`src/rtl/riscv_pkg.sv`:
```
// riscv_pkg: shared types and encodings for the multicycle RV32I controller and datapath
// Holds the FSM state enum, opcode constants, ALU operation codes, ALUOp
// classes and the mux select encodings used by ResultSrc/ALUSrcA/ALUSrcB/ImmSrc.
package riscv_pkg;
  typedef enum logic [3:0] {
    S_FETCH, S_DECODE, S_MEMADR, S_MEMREAD, S_MEMWB, S_MEMWRITE,
    S_EXECR, S_EXECI, S_ALUWB, S_JAL, S_BEQ, S_ILLEGAL
  } state_t;
  localparam logic [6:0] OP_LW  = 7'b0000011;
  localparam logic [6:0] OP_SW  = 7'b0100011;
  localparam logic [6:0] OP_R   = 7'b0110011;
  localparam logic [6:0] OP_I   = 7'b0010011;
  localparam logic [6:0] OP_BEQ = 7'b1100011;
  localparam logic [6:0] OP_JAL = 7'b1101111;
  localparam logic [2:0] ALU_ADD = 3'b000;
  localparam logic [2:0] ALU_SUB = 3'b001;
  localparam logic [2:0] ALU_AND = 3'b010;
  localparam logic [2:0] ALU_OR  = 3'b011;
  localparam logic [2:0] ALU_SLT = 3'b101;
  localparam logic [1:0] ALUOP_ADD   = 2'b00;
  localparam logic [1:0] ALUOP_SUB   = 2'b01;
  localparam logic [1:0] ALUOP_FUNCT = 2'b10;
  localparam logic [1:0] RES_ALUOUT    = 2'b00;
  localparam logic [1:0] RES_DATA      = 2'b01;
  localparam logic [1:0] RES_ALURESULT = 2'b10;
  localparam logic [1:0] SRCA_PC    = 2'b00;
  localparam logic [1:0] SRCA_OLDPC = 2'b01;
  localparam logic [1:0] SRCA_RS1   = 2'b10;
  localparam logic [1:0] SRCB_RS2  = 2'b00;
  localparam logic [1:0] SRCB_IMM  = 2'b01;
  localparam logic [1:0] SRCB_FOUR = 2'b10;
  localparam logic [1:0] IMM_I = 2'b00;
  localparam logic [1:0] IMM_S = 2'b01;
  localparam logic [1:0] IMM_B = 2'b10;
  localparam logic [1:0] IMM_J = 2'b11;
endpackage

```
`src/rtl/alu_decoder.sv`:
```
// alu_decoder: maps ALUOp class plus instruction function fields to an ALU operation code
// Ports: alu_op (ALUOp class), funct3, op5 (Instr[5]), funct7b5 (Instr[30]) -> alu_control.
module alu_decoder
  import riscv_pkg::*;
(
  input  logic [1:0] alu_op,
  input  logic [2:0] funct3,
  input  logic       op5,
  input  logic       funct7b5,
  output logic [2:0] alu_control
);
  logic r_sub;
  // Only R-type (op[5]=1) honours funct7b5; addi with imm[10]=1 must stay an add.
  assign r_sub = op5 & funct7b5;
  always_comb begin
    alu_control = alu_op == ALUOP_ADD ? ALU_ADD :
                  alu_op == ALUOP_SUB ? ALU_SUB :
                  funct3 == 3'b000    ? (r_sub ? ALU_SUB : ALU_ADD) :
                  funct3 == 3'b010    ? ALU_SLT :
                  funct3 == 3'b110    ? ALU_OR :
                  funct3 == 3'b111    ? ALU_AND : ALU_ADD;
  end
endmodule

```
`src/rtl/multicycle_controller.sv`:
```
// multicycle_controller: control FSM sequencing a multicycle RV32I datapath
// Inputs: clk, rst (sync, active-low), op/funct3/funct7b5 from the IR, Zero from the ALU.
// Outputs: PCWrite, AdrSrc, MemWrite, IRWrite, RegWrite, ResultSrc, ALUSrcA, ALUSrcB,
// ImmSrc, ALUControl, Illegal (sticky until reset), Retire pulse, InstrCount.
module multicycle_controller
  import riscv_pkg::*;
#(
  parameter int CNT_W = 32
) (
  input  logic             clk,
  input  logic             rst,
  input  logic [6:0]       op,
  input  logic [2:0]       funct3,
  input  logic             funct7b5,
  input  logic             Zero,
  output logic             PCWrite,
  output logic             AdrSrc,
  output logic             MemWrite,
  output logic             IRWrite,
  output logic             RegWrite,
  output logic [1:0]       ResultSrc,
  output logic [1:0]       ALUSrcA,
  output logic [1:0]       ALUSrcB,
  output logic [1:0]       ImmSrc,
  output logic [2:0]       ALUControl,
  output logic             Illegal,
  output logic             Retire,
  output logic [CNT_W-1:0] InstrCount
);
  state_t           state_q, state_d;
  logic [CNT_W-1:0] count_q, count_d;
  logic             pc_update, branch, ir_write, reg_write, mem_write, retire;
  logic [1:0]       alu_op;
  always_ff @(posedge clk) begin
    if (!rst) begin
      state_q <= S_FETCH;
      count_q <= '0;
    end else begin
      state_q <= state_d;
      count_q <= count_d;
    end
  end
  always_comb begin
    state_d = S_FETCH;
    case (state_q)
      S_FETCH:   state_d = S_DECODE;
      S_DECODE:  state_d = (op == OP_LW || op == OP_SW) ? S_MEMADR :
                           op == OP_R   ? S_EXECR :
                           op == OP_I   ? S_EXECI :
                           op == OP_BEQ ? S_BEQ :
                           op == OP_JAL ? S_JAL : S_ILLEGAL;
      S_MEMADR:  state_d = op[5] ? S_MEMWRITE : S_MEMREAD;
      S_MEMREAD: state_d = S_MEMWB;
      S_EXECR, S_EXECI, S_JAL: state_d = S_ALUWB;
      S_ILLEGAL: state_d = S_ILLEGAL;
      default:   state_d = S_FETCH;
    endcase
  end
  always_comb begin
    pc_update = 1'b0;
    branch    = 1'b0;
    ir_write  = 1'b0;
    reg_write = 1'b0;
    mem_write = 1'b0;
    retire    = 1'b0;
    AdrSrc    = 1'b0;
    ResultSrc = RES_ALUOUT;
    ALUSrcA   = SRCA_PC;
    ALUSrcB   = SRCB_RS2;
    alu_op    = ALUOP_ADD;
    case (state_q)
      S_FETCH: begin
        ir_write  = 1'b1;
        pc_update = 1'b1;
        ALUSrcB   = SRCB_FOUR;
        ResultSrc = RES_ALURESULT;
      end
      S_DECODE: begin
        ALUSrcA = SRCA_OLDPC;
        ALUSrcB = SRCB_IMM;
      end
      S_MEMADR: begin
        ALUSrcA = SRCA_RS1;
        ALUSrcB = SRCB_IMM;
      end
      S_MEMREAD: AdrSrc = 1'b1;
      S_MEMWB: begin
        ResultSrc = RES_DATA;
        reg_write = 1'b1;
        retire    = 1'b1;
      end
      S_MEMWRITE: begin
        AdrSrc    = 1'b1;
        mem_write = 1'b1;
        retire    = 1'b1;
      end
      S_EXECR: begin
        ALUSrcA = SRCA_RS1;
        alu_op  = ALUOP_FUNCT;
      end
      S_EXECI: begin
        ALUSrcA = SRCA_RS1;
        ALUSrcB = SRCB_IMM;
        alu_op  = ALUOP_FUNCT;
      end
      S_ALUWB: begin
        reg_write = 1'b1;
        retire    = 1'b1;
      end
      S_JAL: begin
        ALUSrcA   = SRCA_OLDPC;
        ALUSrcB   = SRCB_FOUR;
        pc_update = 1'b1;
      end
      S_BEQ: begin
        ALUSrcA = SRCA_RS1;
        alu_op  = ALUOP_SUB;
        branch  = 1'b1;
        retire  = 1'b1;
      end
      default: ;
    endcase
  end
  // Strobes are gated by rst so an instruction caught by reset never writes or retires.
  assign PCWrite    = rst & (pc_update | (branch & Zero));
  assign IRWrite    = rst & ir_write;
  assign RegWrite   = rst & reg_write;
  assign MemWrite   = rst & mem_write;
  assign Retire     = rst & retire;
  assign Illegal    = state_q == S_ILLEGAL;
  assign ImmSrc     = op == OP_SW ? IMM_S : op == OP_BEQ ? IMM_B : op == OP_JAL ? IMM_J : IMM_I;
  assign count_d    = Retire ? count_q + CNT_W'(1) : count_q;
  assign InstrCount = count_q;
  alu_decoder u_alu_decoder (
    .alu_op     (alu_op),
    .funct3     (funct3),
    .op5        (op[5]),
    .funct7b5   (funct7b5),
    .alu_control(ALUControl)
  );
endmodule

```
`config.mk`:
```
export PLATFORM = sky130hd
export DESIGN_NAME = multicycle_controller
export DESIGN_NICKNAME = d
export VERILOG_FILES = /design/src/rtl/riscv_pkg.sv /design/src/rtl/alu_decoder.sv /design/src/rtl/multicycle_controller.sv
export SDC_FILE = /design/constraint.sdc
export NUM_CORES = 1
export LEC_CHECK = 0
export ABC_AREA = 1
export ABC_CLOCK_PERIOD_IN_PS = 1400
export CORE_MARGIN = 4
export CORE_UTILIZATION = 43
export DETAILED_ROUTE_END_ITERATION = 6
export PLACE_DENSITY = 0.76
export SYNTH_ARGS = -nofsm -noshare
export SYNTH_HDL_FRONTEND = slang
export SYNTH_HIERARCHICAL = 1
export SYNTH_SLANG_ARGS = --single-unit
export TNS_END_PERCENT = 1
```
`constraint.sdc`:
```
create_clock -name clk -period 1.4 [get_ports clk]
set_input_delay 0.14 -clock clk [delete_from_list [all_inputs] [get_ports clk]]
set_output_delay 0.14 -clock clk [all_outputs]
set_load 0.03 [all_outputs]
```
======== After elaboration in Yosys (flattened, before gate mapping) ========
Cells that the tools add are included.
cells by class
  add/sub/neg operators ................... 1
  multipliers ............................. 0
  divide/modulo/power cells ............... 0
  $lt $le $gt $ge ......................... 0
  equality and inequality tests ........... 21
  shift operators ......................... 0
  multiplexer cells ....................... 28
  bitwise operators ....................... 8
  reductions and logical operators ........ 13
operators by type and width
  cell                                                  number
  adder 32 x 1 -> 32 bit (second input constant)        1
  case mux 4 bit (6 select lines)                       1
  2-to-1 mux 3 bit                                      6
  equality test 4 x 3 -> 1 bit (second input constant)  4
  equality test 4 bit (second input constant)           4
  case mux 2 bit (2 select lines)                       4
  equality test 7 x 6 -> 1 bit (second input constant)  2
  equality test 7 bit (second input constant)           2
  2-to-1 mux 2 bit                                      6
  2-to-1 mux 4 bit                                      3
  OR reduction 2 bit                                    5
  equality test 4 x 2 -> 1 bit (second input constant)  2
  2-to-1 mux 1 bit                                      8
  OR reduction 4 bit                                    2
  bitwise AND 1 bit                                     7
  equality test 7 x 2 -> 1 bit (second input constant)  1
  equality test 7 x 5 -> 1 bit (second input constant)  1
  equality test 3 bit (second input constant)           2
  OR reduction 3 bit                                    2
  equality test 4 x 1 -> 1 bit (second input constant)  1
  zero test 4 bit                                       1
  equality test 3 x 2 -> 1 bit (second input constant)  1
  zero test 3 bit                                       1
  equality test 2 x 1 -> 1 bit (second input constant)  1
  other kinds (3)                                       3
storage, ports and cells
  flip-flop bits (word level) ............. 36
  latch bits .............................. 0
  RAM bits ................................ 0
  ROM bits ................................ 0
  input bits .............................. 14
  output and inout bits ................... 50
  logic and storage cells ................. 73
  memories ................................ 0

======== Longest topological paths before layout ========
  word-level depth ........................ 7
  depth in mapped cells ................... 10

======== Hierarchy ========
Netlist, hierarchy kept.
by module, submodules not included
  module                 times used  cells each  area each (um2)
  multicycle_controller  1           337         2150.8
  alu_decoder            1           13          56.3

======== Least setup slack after synthesis ========
No wires, ideal clock.
  path type ............................... reg2out
  from .................................... register state_q[2]
  to ...................................... output PCWrite
  data arrival time ....................... 2.053 ns
  slack ................................... -0.793 ns
  cell stages (with the launch flop) ...... 8
  path buffers ............................ 0
  cell sequence ........................... dfxtp_1 nor2_1 inv_1 nor2_1 inv_1 o21ai_0 a21oi_1 nor2_1
on the way
  cells in the longest elaborated chain, start to end .. 5
RTL lines
  what                                                                     line                                                       source
  start: declaration                                                       multicycle_controller.sv:30                                state_t state_q, state_d;
  start signal: assignment                                                 multicycle_controller.sv:39                                state_q <= state_d;
  equality test 4 bit / zero test 4 bit (equally long branches)            multicycle_controller.sv:71                                case (state_q)
  OR reduction 2 bit (no line) / 2-to-1 mux 1 bit (equally long branches)  -
  2-to-1 mux 1 bit / bitwise AND 1 bit (equally long branches)             multicycle_controller.sv:71, multicycle_controller.sv:125
  bitwise OR 1 bit *                                                       multicycle_controller.sv:125                               assign PCWrite = rst & (pc_update | (branch & Zero));
  bitwise AND 1 bit *                                                      multicycle_controller.sv:125
  end: declaration                                                         multicycle_controller.sv:16                                output logic PCWrite,
Every way passes the cells marked *; elsewhere a longest branch is shown, timed or not.

======== Final worst setup path ========
  from .................................... register state_q[3]
  to ...................................... output Retire
on the way
  cells in the longest elaborated chain, start to end .. 4
RTL lines
  what                                                                        line                          source
  equality test 4 bit / equality test 4 x 3 -> 1 bit (equally long branches)  multicycle_controller.sv:71
  OR reduction 4 bit (no line) *                                              -
  2-to-1 mux 1 bit *                                                          multicycle_controller.sv:71
  bitwise AND 1 bit *                                                         multicycle_controller.sv:129  assign Retire = rst & retire;
  end: declaration                                                            multicycle_controller.sv:27   output logic Retire,
Marked as above.

==> run_results.csv <==
group,metric,value,unit
worst_setup_path,worstPathCellList,"inv_4 > nand2_4 > o22ai_4 > buf_12 > inv_4 > nor2_4 > buf_6",
detailed_routing,wl_per_cell,14.2,um
detailed_routing,drt_wl_total,7790,um
yosys,synthArstFlopShare,0,%
clocking,clk_pin_slew_worst_paths,0.08,ns
yosys,ys_types,34,
sta,setup_viol,42,
status,status,"finished with violations",
floorplan,die_w,79.6,um
sta,maxClockFrequency,639,MHz
worst_setup_path,slowest_delay,0.37,ns
yosys,ys.flop_type,"dfxtp_1",
worst_setup_path,critical_path_required,1.26,ns
sta,relSlewSlack,79.4,%
clocking,clockRootBuffer,"clkbuf_8",
floorplan,initial_utilization,45.5,%
final_layout,insertedDiodeCount,0,
sta,worst_pin_slew,0.311,ns
sta,finalSetupTns,-3.50,ns
placement,hpwl,5180,um
sta,fin_crit_sh,112,%
placement,numPortBuffers,63,
global_routing,grt_pass1_vias,2597,
sta,clock_skew,0.00846,ns
sta,layout_setup_ws,-0.166,ns
worst_setup_path,critPathSlowestCell,"dfxtp_4",
pwr,ir_worst_vdd,0.970,mV
clocking,clock_latency,0.29,ns
clocking,htreeDepth,2,
floorplan,ios,64,
worst_setup_path,cp_common_cell,"inv_4",
clocking,clockBufferDepth,2,
yosys,yosysWarnings,6,
global_routing,grt_start_max_net_pins,16,
job,cap_violations,0,
clocking,cts_sinks,36,
final_layout,area.growth.synth_to_final,68.3,%
yosys,ys_seq_area_share,32.7,%
sta,rsz0062_at_grt,"yes",
global_routing,grt_pass1_wl,11400,um
floorplan,row_count,25,
detailed_routing,drtIter0Drc,194,
global_routing,grt_antenna_before_repair,0,
detailed_routing,drc,0,
sta,period_needed,1.57,ns
final_layout,fin_nets,498,
yosys,syn_inst,350,
yosys,netlist_area,2210,um^2
clocking,cts_tree,"built",
worst_setup_path,endpoint_kind,"output port",
worst_setup_path,critical_path_class,"reg -> out",
global_routing,overflow,0,
worst_setup_path,crit_path_start_kind,"flop",
pwr,p_per_area,892,nW/um^2
detailed_routing,dr_total_vias,2902,
floorplan,die_height,79.6,um
detailed_routing,ant_nets,0,
yosys,ys_ff_latch,36,
detailed_routing,avgViaCountPerCell,5.28,
final_layout,nFillCells,357,
clocking,cts.hold.buffers_added,0,
yosys,syn-num-nets,365,
status,violations,"negative setup slack",
pwr,power,3.31,mW
worst_setup_path,crit_fanout,6,
floorplan,die_area,6340,um^2
yosys,synth_enable_flop_cells,0,
detailed_routing,dr.pass1.iters,5,
yosys,synth_area_per_cell,6.31,um^2
pwr,p_leak,1.70,nW
min_path,hold_class,"in -> reg",
placement,gp_congestion,0.921,
sta,hold_viol_final,0,
floorplan,placeableCoreArea,4850,um^2
placement,dp_slack,-0.174,ns
final_layout,drive_gt1_share,36.4,%
sta,slew_viol_final,0,
global_routing,grt_use_total,22.7,%
worst_setup_path,crit_arrival,1.43,ns
clocking,cts_made_buffers,5,
-- critical path: cells and delay by family (launching register included) --
family | cells | cell delay, ns
buffers and inverters | 4 | 0.39
and+or+nand+nor | 2 | 0.16
AOI/OAI and AO/OA | 1 | 0.22
DFF | 1 | 0.37
-- per-layer routing --
metal	vias up	global-route usage, %	routed length [um]
met2	149	38.4	3860
met4	0	9.97	293
met3	38	5.08	601
li1	1382	-	-
met1	1333	27.3	3040
met5	-	0	0
-- layout by cell type, fill, tap and decap left out, types with 2 or more instances in the layout --
| master | Yosys | final |
|---|---|---|
| a21oi_2 | 0 | 2 |
| dlygate4sd2_1 | 0 | 30 |
| nand3_1 | 19 | 17 |
| nand2_2 | 3 | 6 |
| nor3b_2 | 2 | 2 |
| nand4_1 | 11 | 11 |
| nor2_2 | 5 | 23 |
| dfxtp_2 | 0 | 8 |
| nand2_1 | 71 | 65 |
| o21ai_0 | 5 | 3 |
| clkbuf_8 | 0 | 5 |
| inv_2 | 1 | 6 |
| nand2_4 | 0 | 3 |
| buf_6 | 2 | 8 |
| inv_4 | 0 | 4 |
| inv_1 | 50 | 41 |
| dfxtp_4 | 0 | 3 |
| o22ai_1 | 3 | 3 |
| o21ai_1 | 2 | 2 |
| clkdlybuf4s50_1 | 0 | 12 |
| xor2_1 | 6 | 6 |
| buf_4 | 1 | 78 |
| nor3_2 | 1 | 3 |
| dfxtp_1 | 36 | 25 |
| a21oi_1 | 21 | 19 |
| o21a_1 | 2 | 2 |
| nor2_4 | 0 | 7 |
| nor3b_1 | 4 | 4 |
| nor3_1 | 8 | 5 |
| nor2_1 | 78 | 53 |
| nand3_2 | 5 | 6 |
-- final timing paths --
path,from,to,slack [ns],cells past startpoint
min,rst,InstrCount[17],0.33,4
max reg2reg,InstrCount[0],InstrCount[22],-0.16,9
min reg2reg,InstrCount[15],InstrCount[15],0.49,1
max,state_q[3],Retire,-0.17,7
-- cells by family after synthesis --
group / Yosys count / share of synthesized area [%]
flip-flops: 36 / 32.7
AND/OR/NAND/NOR: 209 / 42.7
adder cells (fa/ha/maj): 1 / 0.567
XOR/XNOR: 6 / 2.38
AO/OA/AOI/OAI: 40 / 10.9
buffers and inverters: 58 / 10.8
-- cell type report --
cell class	count	area [um^2]	area share, %
well taps	67	83.8	2.26
flip-flops and latches	36	742	20.0
repair buffers	133	1160	31.2
multi-input cells	256	1450	39.0
inverters	51	201	5.42
clock inverters	1	5.00	0.135
clock buffers	6	72.6	1.95
-- cells in the mapped netlist, types with 2 or more instances --
cell	instances	area, um^2
nor2_1	78	293
nand2_1	71	267
inv_1	50	188
dfxtp_1	36	721
a21oi_1	21	105
nand3_1	19	95.1
nand4_1	11	68.8
nor3_1	8	40.0
xor2_1	6	52.6
nand3_2	5	50.1
nor2_2	5	31.3
o21ai_0	5	25.0
nor3b_1	4	30.0
clkbuf_1	3	11.3
nand2_2	3	18.8
o22ai_1	3	18.8
buf_6	2	22.5
nor3b_2	2	25.0
o21a_1	2	15.0
o21ai_1	2	10.0
-- state kept, by name, indices dropped and copies added (netlist names) --
| name | count |
|---|---|
| InstrCount | 32 |
| state_q | 4 |
-- metrics by stage --
step | instances | hold WS [ns] | cell area (um^2) | util (%)
2_1_floorplan | 350 | 0.266 | 2230 | -
3_3_place_gp | 529 | 0.493 | 3290 | 67.8
3_5_place_dp | 529 | 0.515 | 3290 | 67.8
4_1_cts | 537 | 0.530 | 3440 | 70.9
5_1_grt | 550 | 0.354 | 3710 | 76.6
6_report | 550 | 0.333 | 3710 | 76.6
-- where the power goes --
part | total (mW) | switching [mW] | internal, mW | leakage (nW)
logic | 1.47 | 0.788 | 0.678 | 1.37
registers | 1.13 | 0.0591 | 1.07 | 0.297
clock network | 0.716 | 0.377 | 0.339 | 0.0410
total | 3.31 | 1.22 | 2.09 | 1.70
-- what timing repair did --
action,4_1_cts,5_1_grt
pin swaps,1,15
resized for setup,58,60
buffers inserted,0,12
gates cloned,1,1
setup endpoints to repair,61,45
(Power assumes the default switching activity.)
